### src/rtl/cmd_rx_framer_pkg.sv
// Shared controller command definitions: command byte codes and the payload
// rule the receive framer uses to size each frame.
package cmd_rx_framer_pkg;

    localparam logic [7:0] cmd_set_register    = 8'h01;
    localparam logic [7:0] cmd_rw_adconf       = 8'h02;
    localparam logic [7:0] cmd_toggle_mcp      = 8'h03;
    localparam logic [7:0] cmd_toggle_read_ccd = 8'h04;
    localparam logic [7:0] cmd_open_shutter    = 8'h05;
    localparam logic [7:0] cmd_close_shutter   = 8'h06;
    localparam logic [7:0] cmd_reset           = 8'h07;

    // Only register writes and ADC configuration carry an MSB/LSB payload.
    function automatic logic has_payload(input logic [7:0] code);
        logic result;
        case (code)
            cmd_set_register: result = 1'b1;
            cmd_rw_adconf:    result = 1'b1;
            default:          result = 1'b0;
        endcase
        return result;
    endfunction

endpackage

### src/rtl/cmd_rx_framer.sv
// Pops bytes from the RX FIFO and assembles 1- or 3-byte command frames for
// the dispatcher; partial frames are dropped after an inactivity timeout.
module cmd_rx_framer
    import cmd_rx_framer_pkg::*;
#(
    parameter int TIMEOUT_CYCLES = 1000000
) (
    input  logic       clk,
    input  logic       rst_n,
    input  logic       rx_rempty,
    input  logic [7:0] rx_rdata,
    output logic       rx_rinc,
    output logic       cmd_valid,
    input  logic       cmd_ready,
    output logic [7:0] cmd_code,
    output logic [7:0] cmd_msb,
    output logic [7:0] cmd_lsb,
    output logic       busy,
    output logic       err_timeout,
    output logic [7:0] err_count
);

    localparam int TW = $clog2(TIMEOUT_CYCLES + 1);
    localparam logic [TW-1:0] TIMER_LAST = TW'(TIMEOUT_CYCLES - 1);

    typedef enum logic [1:0] {
        S_IDLE = 2'd0,
        S_MSB  = 2'd1,
        S_LSB  = 2'd2,
        S_HOLD = 2'd3
    } state_t;

    state_t          state_r;
    state_t          state_nxt_s;
    logic [TW-1:0]   timer_r;
    logic [TW-1:0]   timer_nxt_s;
    logic            pop_s;
    logic            waiting_s;
    logic            expire_s;
    logic [7:0]      code_r;
    logic [7:0]      msb_r;
    logic [7:0]      lsb_r;
    logic [7:0]      code_nxt_s;
    logic [7:0]      msb_nxt_s;
    logic [7:0]      lsb_nxt_s;
    logic [7:0]      err_count_r;
    logic [7:0]      err_count_nxt_s;
    logic            valid_r;
    logic            busy_r;
    logic            err_timeout_r;

    // Pop qualification and timeout detection; a byte on the expiry cycle wins.
    always_comb begin
        pop_s     = (!rx_rempty) && (state_r != S_HOLD);
        waiting_s = (state_r == S_MSB) || (state_r == S_LSB);
        expire_s  = waiting_s && rx_rempty && (timer_r == TIMER_LAST);
    end

    // Next-state logic.
    always_comb begin
        state_nxt_s = state_r;
        case (state_r)
            S_IDLE: begin
                if (pop_s) begin
                    state_nxt_s = has_payload(rx_rdata) ? S_MSB : S_HOLD;
                end else begin
                    state_nxt_s = S_IDLE;
                end
            end
            S_MSB: begin
                if (pop_s) begin
                    state_nxt_s = S_LSB;
                end else if (expire_s) begin
                    state_nxt_s = S_IDLE;
                end else begin
                    state_nxt_s = S_MSB;
                end
            end
            S_LSB: begin
                if (pop_s) begin
                    state_nxt_s = S_HOLD;
                end else if (expire_s) begin
                    state_nxt_s = S_IDLE;
                end else begin
                    state_nxt_s = S_LSB;
                end
            end
            S_HOLD: begin
                if (cmd_ready) begin
                    state_nxt_s = S_IDLE;
                end else begin
                    state_nxt_s = S_HOLD;
                end
            end
            default: state_nxt_s = S_IDLE;
        endcase
    end

    // Inactivity timer only counts empty cycles while mid-frame.
    always_comb begin
        timer_nxt_s = timer_r;
        if (pop_s || !waiting_s || expire_s) begin
            timer_nxt_s = {TW{1'b0}};
        end else begin
            timer_nxt_s = timer_r + TW'(1);
        end
    end

    // Frame field capture; dropped frames leave stale contents behind.
    always_comb begin
        code_nxt_s = code_r;
        msb_nxt_s  = msb_r;
        lsb_nxt_s  = lsb_r;
        if (pop_s) begin
            case (state_r)
                S_IDLE: begin
                    code_nxt_s = rx_rdata;
                    if (!has_payload(rx_rdata)) begin
                        msb_nxt_s = 8'h00;
                        lsb_nxt_s = 8'h00;
                    end else begin
                        msb_nxt_s = msb_r;
                        lsb_nxt_s = lsb_r;
                    end
                end
                S_MSB:   msb_nxt_s = rx_rdata;
                S_LSB:   lsb_nxt_s = rx_rdata;
                default: code_nxt_s = code_r;
            endcase
        end else begin
            code_nxt_s = code_r;
        end
    end

    // Saturating count of dropped frames.
    always_comb begin
        err_count_nxt_s = err_count_r;
        if (expire_s && (err_count_r != 8'hFF)) begin
            err_count_nxt_s = err_count_r + 8'd1;
        end else begin
            err_count_nxt_s = err_count_r;
        end
    end

    // State, timer, data and registered status outputs.
    always_ff @(posedge clk or negedge rst_n) begin
        if (!rst_n) begin
            state_r       <= S_IDLE;
            timer_r       <= {TW{1'b0}};
            code_r        <= 8'h00;
            msb_r         <= 8'h00;
            lsb_r         <= 8'h00;
            err_count_r   <= 8'h00;
            valid_r       <= 1'b0;
            busy_r        <= 1'b0;
            err_timeout_r <= 1'b0;
        end else begin
            state_r       <= state_nxt_s;
            timer_r       <= timer_nxt_s;
            code_r        <= code_nxt_s;
            msb_r         <= msb_nxt_s;
            lsb_r         <= lsb_nxt_s;
            err_count_r   <= err_count_nxt_s;
            valid_r       <= (state_nxt_s == S_HOLD);
            busy_r        <= (state_nxt_s == S_MSB) || (state_nxt_s == S_LSB);
            err_timeout_r <= expire_s;
        end
    end

    assign rx_rinc     = pop_s;
    assign cmd_valid   = valid_r;
    assign cmd_code    = code_r;
    assign cmd_msb     = msb_r;
    assign cmd_lsb     = lsb_r;
    assign busy        = busy_r;
    assign err_timeout = err_timeout_r;
    assign err_count   = err_count_r;

endmodule
### config.mk
export PLATFORM = sky130hd
export DESIGN_NAME = cmd_rx_framer
export DESIGN_NICKNAME = d
export VERILOG_FILES = /design/src/rtl/cmd_rx_framer_pkg.sv /design/src/rtl/cmd_rx_framer.sv
export SDC_FILE = /design/constraint.sdc
export NUM_CORES = 1
export LEC_CHECK = 0
export CAP_MARGIN = 20
export CORE_AREA = 2 2 93 104
export DETAILED_ROUTE_END_ITERATION = 7
export DIE_AREA = 0 0 95 106
export GPL_TIMING_DRIVEN = 0
export SYNTH_ARGS = -nofsm -noshare
export SYNTH_HDL_FRONTEND = slang
export SYNTH_SLANG_ARGS = --single-unit
### constraint.sdc
create_clock -name clk -period 5.9 [get_ports clk]
set_input_delay 1.18 -clock clk [delete_from_list [all_inputs] [get_ports clk]]
set_output_delay 1.18 -clock clk [all_outputs]
set_load 0.03 [all_outputs]
==> metrics.cfg, run 1 <==
[run_status]
outcome=complete, no violations

[finish]
num_antenna_cells=0
nets=326
area_growth_pct=31.77
filler_cell_count=929
drive_gt1_share_pct=10.97

[sta]
setup_ws_ns=1.939
grt_setup_unrepaired=false
slew_headroom_pct=54.48
slew_violations=0
tns_ns=0
max_freq_mhz=252.5
tightest_slew_ns=0.6827
hold_viol=0
fin_crit_sh_pct=67.14
hold_ws_ns=0.4772
fin_crit_ns=3.961
finalSetupViolCount=0
skew_ns=0.004754

[flow_run]
cap_viol_max_count=0

[route]
antenna_left=0
viasPerCell=4.621
routed_wl_um=5594
wl_per_cell_um=13.10
dr.pass1.iters=4
drt_iter0_drc=84
vias=1973
drc=0

[logic_synthesis]
synth_flop_cell=dfrtp_1
synth.yosys.seq_area_share_pct=55.64
syn_area_per_cell_um2=10.34
netlist_instances=248
syn_area_um2=2564
synthArstFlopShare_pct=100.0
yosysWarnings=0
synth_edf_count=0
synth_cell_type_count=38
syn_nets=267
synth_seq_cells=57

[grt]
grt_max_degree=31
grt_overflow=0
grt_usage_pct=12.18
grt_pass1_vias=1979
antenna_found_initial=0
grt_pass1_wl_um=9397

[worst_setup_path]
crit_arrival_ns=2.78
cp_max_fo=7
worstReg2RegStart=state_r[0]
critPathKind=input port to primary output
r2r_setup_slack_ns=3.63
endpoint_kind=primary output
required_ns=4.72
timing.rr.end=busy
start_kind=input port
rr_worst_depth=7

[cts]
post_cts_buffers=0
clock_path_buffers=2
ctsHoldBuffers=0
cts_max_level=3
cts_root_buf=clkbuf_8
cts_resized=0
clkTransAtPathRegs_ns=0.06
cts_tree=done
clock_latency_ns=0.33
cts_made_buffers=9
clock-sinks=57

[floorplanning]
core_um2=9120
row_count=37
die_h_um=106
die_w_um=95
initial_core_util_pct=28.11
num_io_pins=48
die-area_um2=10070

[hold_path]
whs_path_depth=2
worstHoldStart=cmd_msb[6]
hold_class=register to register
hold_path_end=cmd_msb[6]

[power]
p_leak_nw=1.425
cellPowerDensity_nw_per_um2=431.2
peakVddDrop_v=0.0001310
power_mw=1.457

[placement]
dp_hpwl_um=4122
place_ws_ns=1.956
routabilityCongestion=0.7884
portBuffers=47

logic make-up (layout without fill, tap and decap cells):
kind of cell	count (synthesis)	count (layout)	synth area share, %
and+or+nand+nor	110	110	20.35
DFF	57	57	55.64
AOI/OAI and AO/OA	29	29	6.247
xor gates and xnor gates	22	22	7.809
buffers and inverters	13	75	2.147
muxes	10	10	4.392
adders and majority gates	7	7	3.416
placed cells by master (no fill, tap or decap), drive strengths merged, types with 5 or more instances in the layout:
cell           Yosys  routed
dfrtp             57      57
clkdlybuf4s50      0      46
nand2             44      44
nor2              28      28
o21ai             19      19
xor2              17      17
clkbuf             4      14
nand3             13      13
mux2              10      10
ha                 7       7
buf                4       6
xnor2              5       5
inv                5       5
state kept, by name, summed over array words and instances (netlist names):
register,cells
timer_r,20
cmd_code,8
cmd_lsb,8
cmd_msb,8
err_count,8
state_r,2
busy,1
cmd_valid,1
err_timeout,1
per-layer routing:
metal | wire length (um) | track usage [%] | up-vias
li1 | - | - | 956
met1 | 2478 | 14.61 | 950
met2 | 2611 | 19.20 | 55
met3 | 342 | 3.260 | 12
met4 | 162 | 7.557 | 0
met5 | 0 | 0 | -
critical path, cell delays in order:
cell             delay, ns
clkdlybuf4s50_1       0.45
nor2_1                0.38
clkdlybuf4s50_1       0.77
worst max-delay path by stage:
stage,startpoint,to,depth (start not counted)
after floorplan,rx_rempty,rx_rinc,1
after global placement,rst_n,err_count[3],1
after detailed placement,rx_rempty,rx_rinc,3
after CTS,rx_rempty,rx_rinc,3
after global routing,rx_rempty,rx_rinc,3
final,rx_rempty,rx_rinc,3
per-stage QoR:
stage          area, um^2  cells  util (%)
2_1_floorplan        2564    248         -
3_3_place_gp         3181    412     34.87
3_5_place_dp         3196    413     35.04
4_1_cts              3378    427     37.04
5_1_grt              3378    427     37.04
6_report             3378    427     37.04
final cells by class:
| type | count | area, um^2 | share of cell area (%) |
|---|---|---|---|
| plain buffers | 8 | 36.28 | 1.074 |
| clock buffers | 10 | 137.6 | 4.074 |
| clock inverters | 4 | 45.04 | 1.333 |
| inverters | 5 | 18.77 | 0.5556 |
| multi-input cells | 178 | 1082 | 32.04 |
| flip-flops and latches | 57 | 1426 | 42.22 |
| well taps | 117 | 146.4 | 4.333 |
| repair buffers | 48 | 485.5 | 14.37 |
where the power goes:
part,leakage (nW),switching (mW),internal [mW]
Sequential,0.760,0.0500,0.481
Clock,0.0978,0.147,0.199
Combinational,0.567,0.352,0.227
cells in the mapped netlist, drive strengths merged, types with 5 or more instances:
master	n	area share, %
nor2	28	4.1
ha	7	3.4
mux2	10	4.4
xnor2	5	1.7
xor2	17	6.1
dfrtp	57	56
o21ai	19	3.7
inv	5	0.73
nand2	44	6.4
nand3	13	2.5
Power figures use the tool's default switching activity.
==> run 2: changes to the inputs <==
==> constraint.sdc (replaced) <==
create_clock -name clk -period 3.7 [get_ports clk]
set_input_delay 0.74 -clock clk [delete_from_list [all_inputs] [get_ports clk]]
set_output_delay 0.74 -clock clk [all_outputs]
set_load 0.03 [all_outputs]
==> results of run 2 <==
The final DEF is identical to that of run 1. Status: complete, no violations.
Among the figures that moved: setup slack after placement 1.956 ns -> 0.6361 ns; setup slack after layout 1.939 ns -> 0.6190 ns; hold slack 0.4772 ns -> 0.4429 ns; register-to-register setup slack 3.63 ns -> 1.43 ns; total power 1.457 mW -> 2.323 mW; worst IR drop on VDD 0.0001310 V -> 0.0002088 V
